===== config.mk =====
export PLATFORM = sky130hd
export DESIGN_NAME = fetch_stage
export DESIGN_NICKNAME = d
export VERILOG_FILES = /design/src/rtl/fetch_stage.sv
export SDC_FILE = /design/constraint.sdc
export NUM_CORES = 1
export LEC_CHECK = 0
export BUFFER_PORTS_ARGS = -buffer_cell sky130_fd_sc_hd__buf_2
export CAP_MARGIN = 10
export CORE_MARGIN = 2
export CORE_UTILIZATION = 30
export CTS_CLUSTER_DIAMETER = 100
export DETAILED_ROUTE_END_ITERATION = 8
export HOLD_SLACK_MARGIN = 0.06
export PLACE_DENSITY_LB_ADDON = 0.3
export SLEW_MARGIN = 5
export SYNTH_ARGS = -nofsm -noshare
export SYNTH_HDL_FRONTEND = slang
export SYNTH_SLANG_ARGS = --single-unit

===== constraint.sdc =====
create_clock -name clk -period 3.4 [get_ports clk]
set_input_delay 0.34 -clock clk [delete_from_list [all_inputs] [get_ports clk]]
set_output_delay 0.34 -clock clk [all_outputs]
set_load 0.01 [all_outputs]

===== src/rtl/fetch_stage.sv =====
// fetch_stage: instruction-fetch stage plus IF/ID pipeline register.
// Keeps the fetch PC and issues one instruction-memory request at a time.
// Responses go to decode. If decode is stalled, a response goes to a one-entry hold buffer.
// Optional build macro: FETCH_PERF_CNT_EN adds saturating fetch/bubble counters.
//
// Handshake: a request is accepted when imem_req && imem_ready are both high
// in the same cycle. The response is marked by imem_rvalid no earlier than the
// next cycle. At most one request is outstanding.
module fetch_stage #(
  parameter logic [31:0] RESET_PC = 32'h0000_0000
) (
  input  logic        clk,
  input  logic        reset,
  input  logic        stall_d,
  input  logic        flush_d,
  input  logic        redirect_valid,
  input  logic [31:0] redirect_pc,
  output logic        imem_req,
  output logic [31:0] imem_addr,
  input  logic        imem_ready,
  input  logic        imem_rvalid,
  input  logic [31:0] imem_rdata,
  output logic [31:0] instr_d,
  output logic [31:0] pcplus4_d,
  output logic        valid_d,
`ifdef FETCH_PERF_CNT_EN
  output logic [31:0] perf_fetch_cnt,
  output logic [31:0] perf_bubble_cnt,
`endif
  output logic [1:0]  o_dbg_state
);

  // FETCH: may issue a request. WAIT: a live request is outstanding.
  // DROP: the outstanding response belongs to a squashed path.
  typedef enum logic [1:0] {
    S_FETCH = 2'd0,
    S_WAIT  = 2'd1,
    S_DROP  = 2'd2
  } state_t;

  state_t      r_state;
  state_t      w_state_next;

  logic [31:0] r_pc_f;
  logic [31:0] r_req_pc;

  logic        r_hold_valid;
  logic [31:0] r_hold_instr;
  logic [31:0] r_hold_pc;

  logic [31:0] r_instr_d;
  logic [31:0] r_pcplus4_d;
  logic        r_valid_d;

  logic        w_fetch_req;
  logic        w_accept;
  logic        w_rv_wait;
  logic        w_avail;
  logic [31:0] w_avail_instr;
  logic [31:0] w_avail_pc;
  logic [31:0] w_redirect_pc;
  logic        w_ifid_load;
  logic        w_ifid_bubble;
  logic        w_hold_capture;
  logic        w_hold_clear;
  logic        w_unused;

  // Targets are always word aligned. The low two bits of redirect_pc are dropped.
  assign w_redirect_pc = {redirect_pc[31:2], 2'b00};
  assign w_unused      = ^redirect_pc[1:0];

  // Request only from FETCH. A pending hold buffer entry blocks new requests.
  assign w_fetch_req = !reset && (r_state == S_FETCH) && !r_hold_valid;
  assign w_accept    = w_fetch_req && imem_ready;
  assign imem_req    = w_fetch_req;
  assign imem_addr   = r_pc_f;

  // A response is live only in WAIT. An rvalid in FETCH is stale and is ignored.
  assign w_rv_wait     = (r_state == S_WAIT) && imem_rvalid;
  assign w_avail       = r_hold_valid || w_rv_wait;
  assign w_avail_instr = r_hold_valid ? r_hold_instr : imem_rdata;
  assign w_avail_pc    = r_hold_valid ? r_hold_pc    : r_req_pc;

  assign o_dbg_state = r_state;

  // Next-state logic for the request/response tracker
  always_comb begin
    w_state_next = r_state;
    case (r_state)
      S_FETCH: begin
        // An accepted request that coincides with a redirect is already stale
        if (w_accept) begin
          w_state_next = redirect_valid ? S_DROP : S_WAIT;
        end
      end
      S_WAIT: begin
        if (imem_rvalid) begin
          w_state_next = S_FETCH;
        end else if (redirect_valid) begin
          w_state_next = S_DROP;
        end
      end
      S_DROP: begin
        // The squashed response closes the transaction, even with a redirect
        // in the same cycle. Nothing else is outstanding, so waiting longer
        // would never end.
        if (imem_rvalid) begin
          w_state_next = S_FETCH;
        end
      end
      default: w_state_next = S_FETCH;
    endcase
  end

  // Decide what the IF/ID register and hold buffer do this cycle.
  // Priority order: redirect, then flush, then stall.
  always_comb begin
    w_ifid_load    = 1'b0;
    w_ifid_bubble  = 1'b0;
    w_hold_capture = 1'b0;
    w_hold_clear   = 1'b0;
    if (redirect_valid) begin
      w_hold_clear  = 1'b1;
      w_ifid_bubble = !stall_d;
    end else if (flush_d) begin
      w_hold_clear  = 1'b1;
      w_ifid_bubble = 1'b1;
    end else if (stall_d) begin
      w_hold_capture = w_rv_wait;
    end else if (w_avail) begin
      w_ifid_load  = 1'b1;
      w_hold_clear = 1'b1;
    end else begin
      w_ifid_bubble = 1'b1;
    end
  end

  // State register
  always_ff @(posedge clk) begin
    if (reset) begin
      r_state <= S_FETCH;
    end else begin
      r_state <= w_state_next;
    end
  end

  // Fetch PC and the PC of the outstanding request
  always_ff @(posedge clk) begin
    if (reset) begin
      r_pc_f   <= RESET_PC;
      r_req_pc <= 32'h0000_0000;
    end else begin
      if (redirect_valid) begin
        r_pc_f <= w_redirect_pc;
      end else if (w_accept) begin
        r_pc_f <= r_pc_f + 32'd4;
      end
      if (w_accept) begin
        r_req_pc <= r_pc_f;
      end
    end
  end

  // One-entry hold buffer, used while decode is stalled
  always_ff @(posedge clk) begin
    if (reset) begin
      r_hold_valid <= 1'b0;
      r_hold_instr <= 32'h0000_0000;
      r_hold_pc    <= 32'h0000_0000;
    end else if (w_hold_capture) begin
      r_hold_valid <= 1'b1;
      r_hold_instr <= imem_rdata;
      r_hold_pc    <= r_req_pc;
    end else if (w_hold_clear) begin
      r_hold_valid <= 1'b0;
    end
  end

  // IF/ID pipeline register. It holds its value unless it loads an instruction or a bubble.
  always_ff @(posedge clk) begin
    if (reset) begin
      r_instr_d   <= 32'h0000_0000;
      r_pcplus4_d <= 32'h0000_0000;
      r_valid_d   <= 1'b0;
    end else if (w_ifid_load) begin
      r_instr_d   <= w_avail_instr;
      r_pcplus4_d <= w_avail_pc + 32'd4;
      r_valid_d   <= 1'b1;
    end else if (w_ifid_bubble) begin
      r_instr_d   <= 32'h0000_0000;
      r_pcplus4_d <= 32'h0000_0000;
      r_valid_d   <= 1'b0;
    end
  end

  assign instr_d   = r_instr_d;
  assign pcplus4_d = r_pcplus4_d;
  assign valid_d   = r_valid_d;

`ifdef FETCH_PERF_CNT_EN
  logic [31:0] r_perf_fetch_cnt;
  logic [31:0] r_perf_bubble_cnt;

  // Saturating counts of instructions and bubbles loaded into IF/ID
  always_ff @(posedge clk) begin
    if (reset) begin
      r_perf_fetch_cnt  <= 32'h0000_0000;
      r_perf_bubble_cnt <= 32'h0000_0000;
    end else begin
      if (w_ifid_load && (r_perf_fetch_cnt != 32'hFFFF_FFFF)) begin
        r_perf_fetch_cnt <= r_perf_fetch_cnt + 32'd1;
      end
      if (w_ifid_bubble && (r_perf_bubble_cnt != 32'hFFFF_FFFF)) begin
        r_perf_bubble_cnt <= r_perf_bubble_cnt + 32'd1;
      end
    end
  end

  assign perf_fetch_cnt  = r_perf_fetch_cnt;
  assign perf_bubble_cnt = r_perf_bubble_cnt;
`endif

endmodule


==> impl_metrics.toml, run 1 <==
[logic_synthesis]
ys.warnings.count = 0
synth_top_area_share = 0.433
netlist_instances = 1044
synth_top_area_cell = "dfxtp_1"
synth_area_per_cell_um2 = 8.33
synth.top_cells.by_area = "dfxtp_1 43%, nand2_1 10%, a21oi_1 6.3%, mux2_2 5.2%, a22oi_1 3.5%"
synth_common_cells = "241 x nand2_1, 188 x dfxtp_1, 110 x a21oi_1"
synth_area_mm2 = 0.00869
ys_ff_latch = 188
synth_top_flop_cell = "dfxtp_1"
ys_types = 68
synth_edf_count = 0
ys_async_sr_fraction = 0
yosysMostFrequentCell = "nand2_1"
seq_area_frac_synth = 0.433

[finish]
fillers = 3005
fin_nets = 1248
stdcell_count = 1572
areaGrowthSynthToFinish_pct = 19.9
utilization = 0.364
diodes = 0
drive_above_1_share = 0.234

[clock_network]
cts_sinks = 188
cts-resized-gates = 0
cts_setup_buffers = 0
htreeDepth = 4
cts.clk_slew.worst_paths_ns = 0.07
cts_buffers = 17
ctsHoldBuffers = 0
clock_latency_ns = 0.45
clockBufferDepth = 2
cts_root_buffer = "clkbuf_16"
cts_tree = "built"

[sta]
fin_tns_setup_ns = 0
finalCriticalPeriod_ns = 2.72
setup_viol = 0
slew_headroom = 0.273
rsz0062_at_grt = "no"
maxSlewViolCount = 0
clock.fmax_mhz = 367
finalClockSkew_ns = 0.0171
fin_crit_sh = 0.801
hold_violations = 0
worst_pin_slew_ns = 1.09

[placed_design]
io_buffer_count = 164
dp_hpwl_um = 17400
gp_congestion = 0.802
place_inst = 1540

[floorplanning]
rows = 62
die_h_um = 174
io_pins = 171
initial_core_util = 0.304
dieArea_mm2 = 0.0304
die_x_um = 174
coreArea_mm2 = 0.0286

[worst_setup_path]
reg2reg_slack_ns = 0.68
cp.required_ns = 3.73
arrival_ns = 3.05
crit_type = "reg2reg"
reg2reg_to = "pcplus4_d[28]"
start_kind = "flip-flop"
worst-path-max-fanout = 46
worstRegToRegCells = 7
endpoint_kind = "flip-flop"
rr_startpoint = "r_hold_valid"

[global_route]
grt_pass1_wl_um = 39400
first_global_vias = 7155
grt_max_degree = 78
overflow = 0
grtUsageTotal = 0.161
antenna_found_initial = 0

[route]
wl_per_cell_um = 15.7
postRouteAntennaNets = 0
route.detailed.drc = 0
vias_per_cell = 4.91
vias = 7712
dr.pass1.iters = 5
drt-initial-drc-count = 489
wl_um = 24600

[job]
cap_violations = 0

[min_path]
hold_depth = 3
hp-class = "in2reg"
min_to = "imem_addr[2]"
holdCritStartpoint = "redirect_pc[2]"

[power_and_ir_drop]
power.total_mw = 4.51
ir_worst_vdd_uv = 318
leakage_nw = 3.94
powerDensity_mw_per_mm2 = 433

[status]
status = "finished clean"
==> sequential cells by signal, indices dropped and copies added, names as in the netlist <==
name / cells
instr_d: 32
r_hold_instr: 32
imem_addr: 30
pcplus4_d: 30
r_hold_pc: 30
r_req_pc: 30
o_dbg_state: 2
r_hold_valid: 1
valid_d: 1
==> layer usage <==
metal / wire [µm] / global-route usage / vias up
li1: - / - / 3921
met1: 12900 / 0.238 / 3595
met2: 10700 / 0.241 / 183
met3: 843 / 0.0273 / 13
met4: 232 / 0.0438 / 0
met5: 0 / 0 / -
==> how the worst max path moves through the flow <==
| stage | start | to | slack (ns) |
|---|---|---|---|
| 6_report | r_hold_valid | pcplus4_d[28] | 0.68 |
| 5_1_grt | r_hold_valid | pcplus4_d[28] | 0.50 |
| 4_1_cts | r_hold_valid | pcplus4_d[28] | 0.68 |
| 3_5_place_dp | r_hold_valid | pcplus4_d[28] | 0.68 |
| 3_3_place_gp | r_hold_valid | pcplus4_d[28] | 0.74 |
| 2_1_floorplan | r_hold_valid | pcplus4_d[28] | 0.29 |
==> layout make-up <==
| class | count | area (µm²) | share of cell area |
|---|---|---|---|
| repair buffers | 183 | 982 | 0.0942 |
| clock buffers | 17 | 425 | 0.0408 |
| well taps | 384 | 480 | 0.0461 |
| inverters | 6 | 22.5 | 0.00216 |
| multi-input cells | 779 | 4620 | 0.443 |
| flip-flops and latches | 188 | 3770 | 0.361 |
| clock inverters | 15 | 133 | 0.0127 |
==> cells by family after synthesis <==
| group | Yosys count | share of synthesized area |
|---|---|---|
| AO/OA/AOI/OAI | 227 | 0.168 |
| XOR/XNOR | 42 | 0.0423 |
| adder cells (fa/ha/maj) | 2 | 0.00288 |
| buffers and inverters | 80 | 0.0403 |
| flip-flops | 188 | 0.433 |
| multiplexers | 61 | 0.0760 |
| other | 1 | 0.000431 |
| AND/OR/NAND/NOR | 443 | 0.237 |
==> per-stage QoR <==
step	hold slack [ns]	instance area, µm²	setup slack [ns]
6_report	0.145	10400	0.678
5_1_grt	0.127	10400	0.501
4_1_cts	0.120	10400	0.683
3_5_place_dp	0.441	9870	0.681
3_3_place_gp	0.433	9870	0.737
2_1_floorplan	0.433	8700	0.287
==> worst max-delay path, stage by stage (launching register included) <==
cell      delay [ns]
dfxtp_4         0.71
mux2_2          0.27
ha_1            0.21
inv_1           0.13
a221oi_2        0.32
nand4_4         0.17
or4_1           0.54
a32o_1          0.26
==> cells in the final DEF (no fill, tap or decap), drive strengths merged, types with 4 or more instances in the layout <==
cell type / instances
nor2: 74
inv: 14
a22oi: 42
dfxtp: 188
nand3: 36
conb: 4
a32o: 7
nand4b: 4
mux2i: 21
a21oi: 111
nor3: 9
clkbuf: 17
and3: 10
xnor2: 19
nand3b: 11
xor2: 23
nand2: 242
mux2: 40
buf: 183
nor2b: 4
o21ai: 15
nand4: 30
clkinvlp: 5
o31ai: 4
nor4: 5
a211oi: 20
==> power breakdown <==
group / internal, mW / switching, mW
Sequential: 2.24 / 0.0585
Clock: 0.965 / 0.955
Combinational: 0.117 / 0.179
Total: 3.32 / 1.19
Power figures use the tool's default switching activity.
==> run 2, diff against run 1 <==
Clock period 3.4 ns to 2.2 ns, I/O delays scaled along.
==> run 2 against run 1 <==
Effect of this change: the flow now finishes with violations (negative setup slack); total power up 62%; fmax up 22%; combinational power up 100%; critical path type unchanged; largest power group unchanged; highest routed layer unchanged.
==> impl_metrics.toml, run 2 (synthesis gave the netlist of run 1 again) <==
[job]
cap_violations = 0

[finish]
multi_input_area_mm2 = 0.00466
fin_nets = 1361
drive_above_1_share = 0.258
areaGrowthSynthToFinish_pct = 32.9
final_area_mm2 = 0.0116
fillers = 2869
stdcell_count = 1686
ff_latch_area_mm2 = 0.00377
layout_common_cells = "241 x nand2_1, 187 x dfxtp_1, 163 x buf_2"
final_common_cell = "nand2_1"

[route]
route.detailed.drc = 0
postRouteAntennaNets = 0
wl_per_cell_um = 15.5
wl_um = 26200
dr.pass1.iters = 5
drt-initial-drc-count = 596
vias_per_cell = 4.84
vias = 8163

[worst_setup_path]
endpoint_kind = "flip-flop"
worst-path-max-fanout = 16
cp.required_ns = 2.53
critPathTopFamily = "simple AND/OR/NAND/NOR gates"
arrival_ns = 2.56
reg2reg_slack_ns = -0.03
crit_buf_inv = 1
rr_startpoint = "r_hold_valid"
worstRegToRegCells = 6
cp_cell_sequence = "nand4b_1, a222oi_1, buf_4, nand2_4, or4_1, a32o_1"
critical_path.slowest_cell = "or4_1"
start_kind = "flip-flop"
max_stage_delay_ns = 0.52
crit_type = "reg2reg"
reg2reg_to = "pcplus4_d[31]"

[sta]
fin_tns_setup_ns = -0.0393
fin_ws_ns = -0.0338
maxSlewViolCount = 0
finalCriticalPeriod_ns = 2.23
worst_pin_slew_ns = 0.725
setup_viol = 2
rsz0062_at_grt = "yes"
finalClockSkew_ns = 0.0141
hold_violations = 0
clock.fmax_mhz = 448
fin_crit_sh = 1.02
slew_headroom = 0.517

[clock_network]
cts_root_buffer = "clkbuf_16"
cts_sinks = 188
clock_latency_ns = 0.44
clockBufferDepth = 2
htreeDepth = 4
cts_tree = "built"
cts_buffers = 17
cts.clk_slew.worst_paths_ns = 0.07

[min_path]
min_to = "imem_addr[26]"
holdCritStartpoint = "redirect_pc[26]"
hold_depth = 3
hp-class = "in2reg"

[placed_design]
io_buffer_count = 164
gp_congestion = 0.854
place_area_mm2 = 0.0103
place_inst = 1590
dp_hpwl_um = 18100

[power_and_ir_drop]
powerDensity_mw_per_mm2 = 631
ir_worst_vdd_uv = 510
leakage_nw = 4.55
power.total_mw = 7.29

[floorplanning]
rows = 62
die_x_um = 174
io_pins = 171
initial_core_util = 0.304
coreArea_mm2 = 0.0286
dieArea_mm2 = 0.0304
die_h_um = 174

[global_route]
grtUsageTotal = 0.172
grt_max_degree = 68
grt_pass1_wl_um = 42100
antenna_found_initial = 2
first_global_vias = 7731
overflow = 0

[status]
status = "finished, violations left"
violations = "negative setup slack"
-- run 2: changes by cell type in the layout (fill, tap and decap cells not counted), moves of 2 or more --
cell | previous run | this run
buf_6 | 1 | 3
buf_4 | 18 | 69
clkinv_8 | 0 | 2
clkinvlp_4 | 5 | 1
buf_12 | 1 | 3
dlygate4sd3_1 | 0 | 57
inv_6 | 3 | 7
-- run 2: per-layer routing --
| layer | vias up | track usage | share of wire |
|---|---|---|---|
| met5 | - | 0 | 0 |
| met3 | 33 | 0.0311 | 0.035 |
| met1 | 3781 | 0.246 | 0.50 |
| li1 | 4162 | - | - |
| met4 | 0 | 0.0609 | 0.022 |
| met2 | 187 | 0.259 | 0.44 |
-- run 2: worst reg2reg max path, cell delays in order (launching register included) --
cell	delay (ns)
dfxtp_4	0.43
nand4b_1	0.29
a222oi_1	0.31
buf_4	0.23
nand2_4	0.07
or4_1	0.53
a32o_1	0.27
-- run 2: how the worst max path moves through the flow --
stage | start | endpoint | cells after the start
finish | r_hold_valid | pcplus4_d[31] | 6
global route | r_hold_valid | pcplus4_d[27] | 7
CTS | r_hold_valid | pcplus4_d[31] | 6
detailed placement | r_hold_valid | pcplus4_d[28] | 6
global placement | r_hold_valid | pcplus4_d[31] | 6
floorplan | r_hold_valid | pcplus4_d[28] | 12
-- run 2: cell type report --
type | instances | area share
Clock inverter | 15 | 0.0151
Clock buffer | 17 | 0.0368
Inverter | 6 | 0.00217
Timing Repair Buffer | 296 | 0.175
Tap cell | 384 | 0.0416
Antenna cell | 1 | 0.000217
Sequential cell | 188 | 0.326
Multi-Input combinational cell | 779 | 0.403
-- run 2: metrics by stage --
step                      hold WS [ns]  setup WS (ns)   util
after floorplan                  0.356         -0.256      -
after global placement           0.433        -0.0237  0.360
after detailed placement         0.438        -0.0219  0.360
after CTS                       0.0686        -0.0195  0.401
after global routing            0.0818         -0.103  0.404
final                           0.0722        -0.0338  0.404
-- run 2: timing repair --
action | CTS | global route
hold endpoints to repair | 57 | 0
resized for setup | 0 | 5
hold buffers | 57 | 0
setup buffers | 2 | 3
cloned | 0 | 1
setup endpoints to repair | 3 | 42
pin swaps | 0 | 3
-- run 2: report_power, final --
group | total, mW | switching [mW] | internal, mW
Clock | 3.16 | 1.53 | 1.63
Combinational | 0.599 | 0.320 | 0.279
Sequential | 3.53 | 0.0747 | 3.46
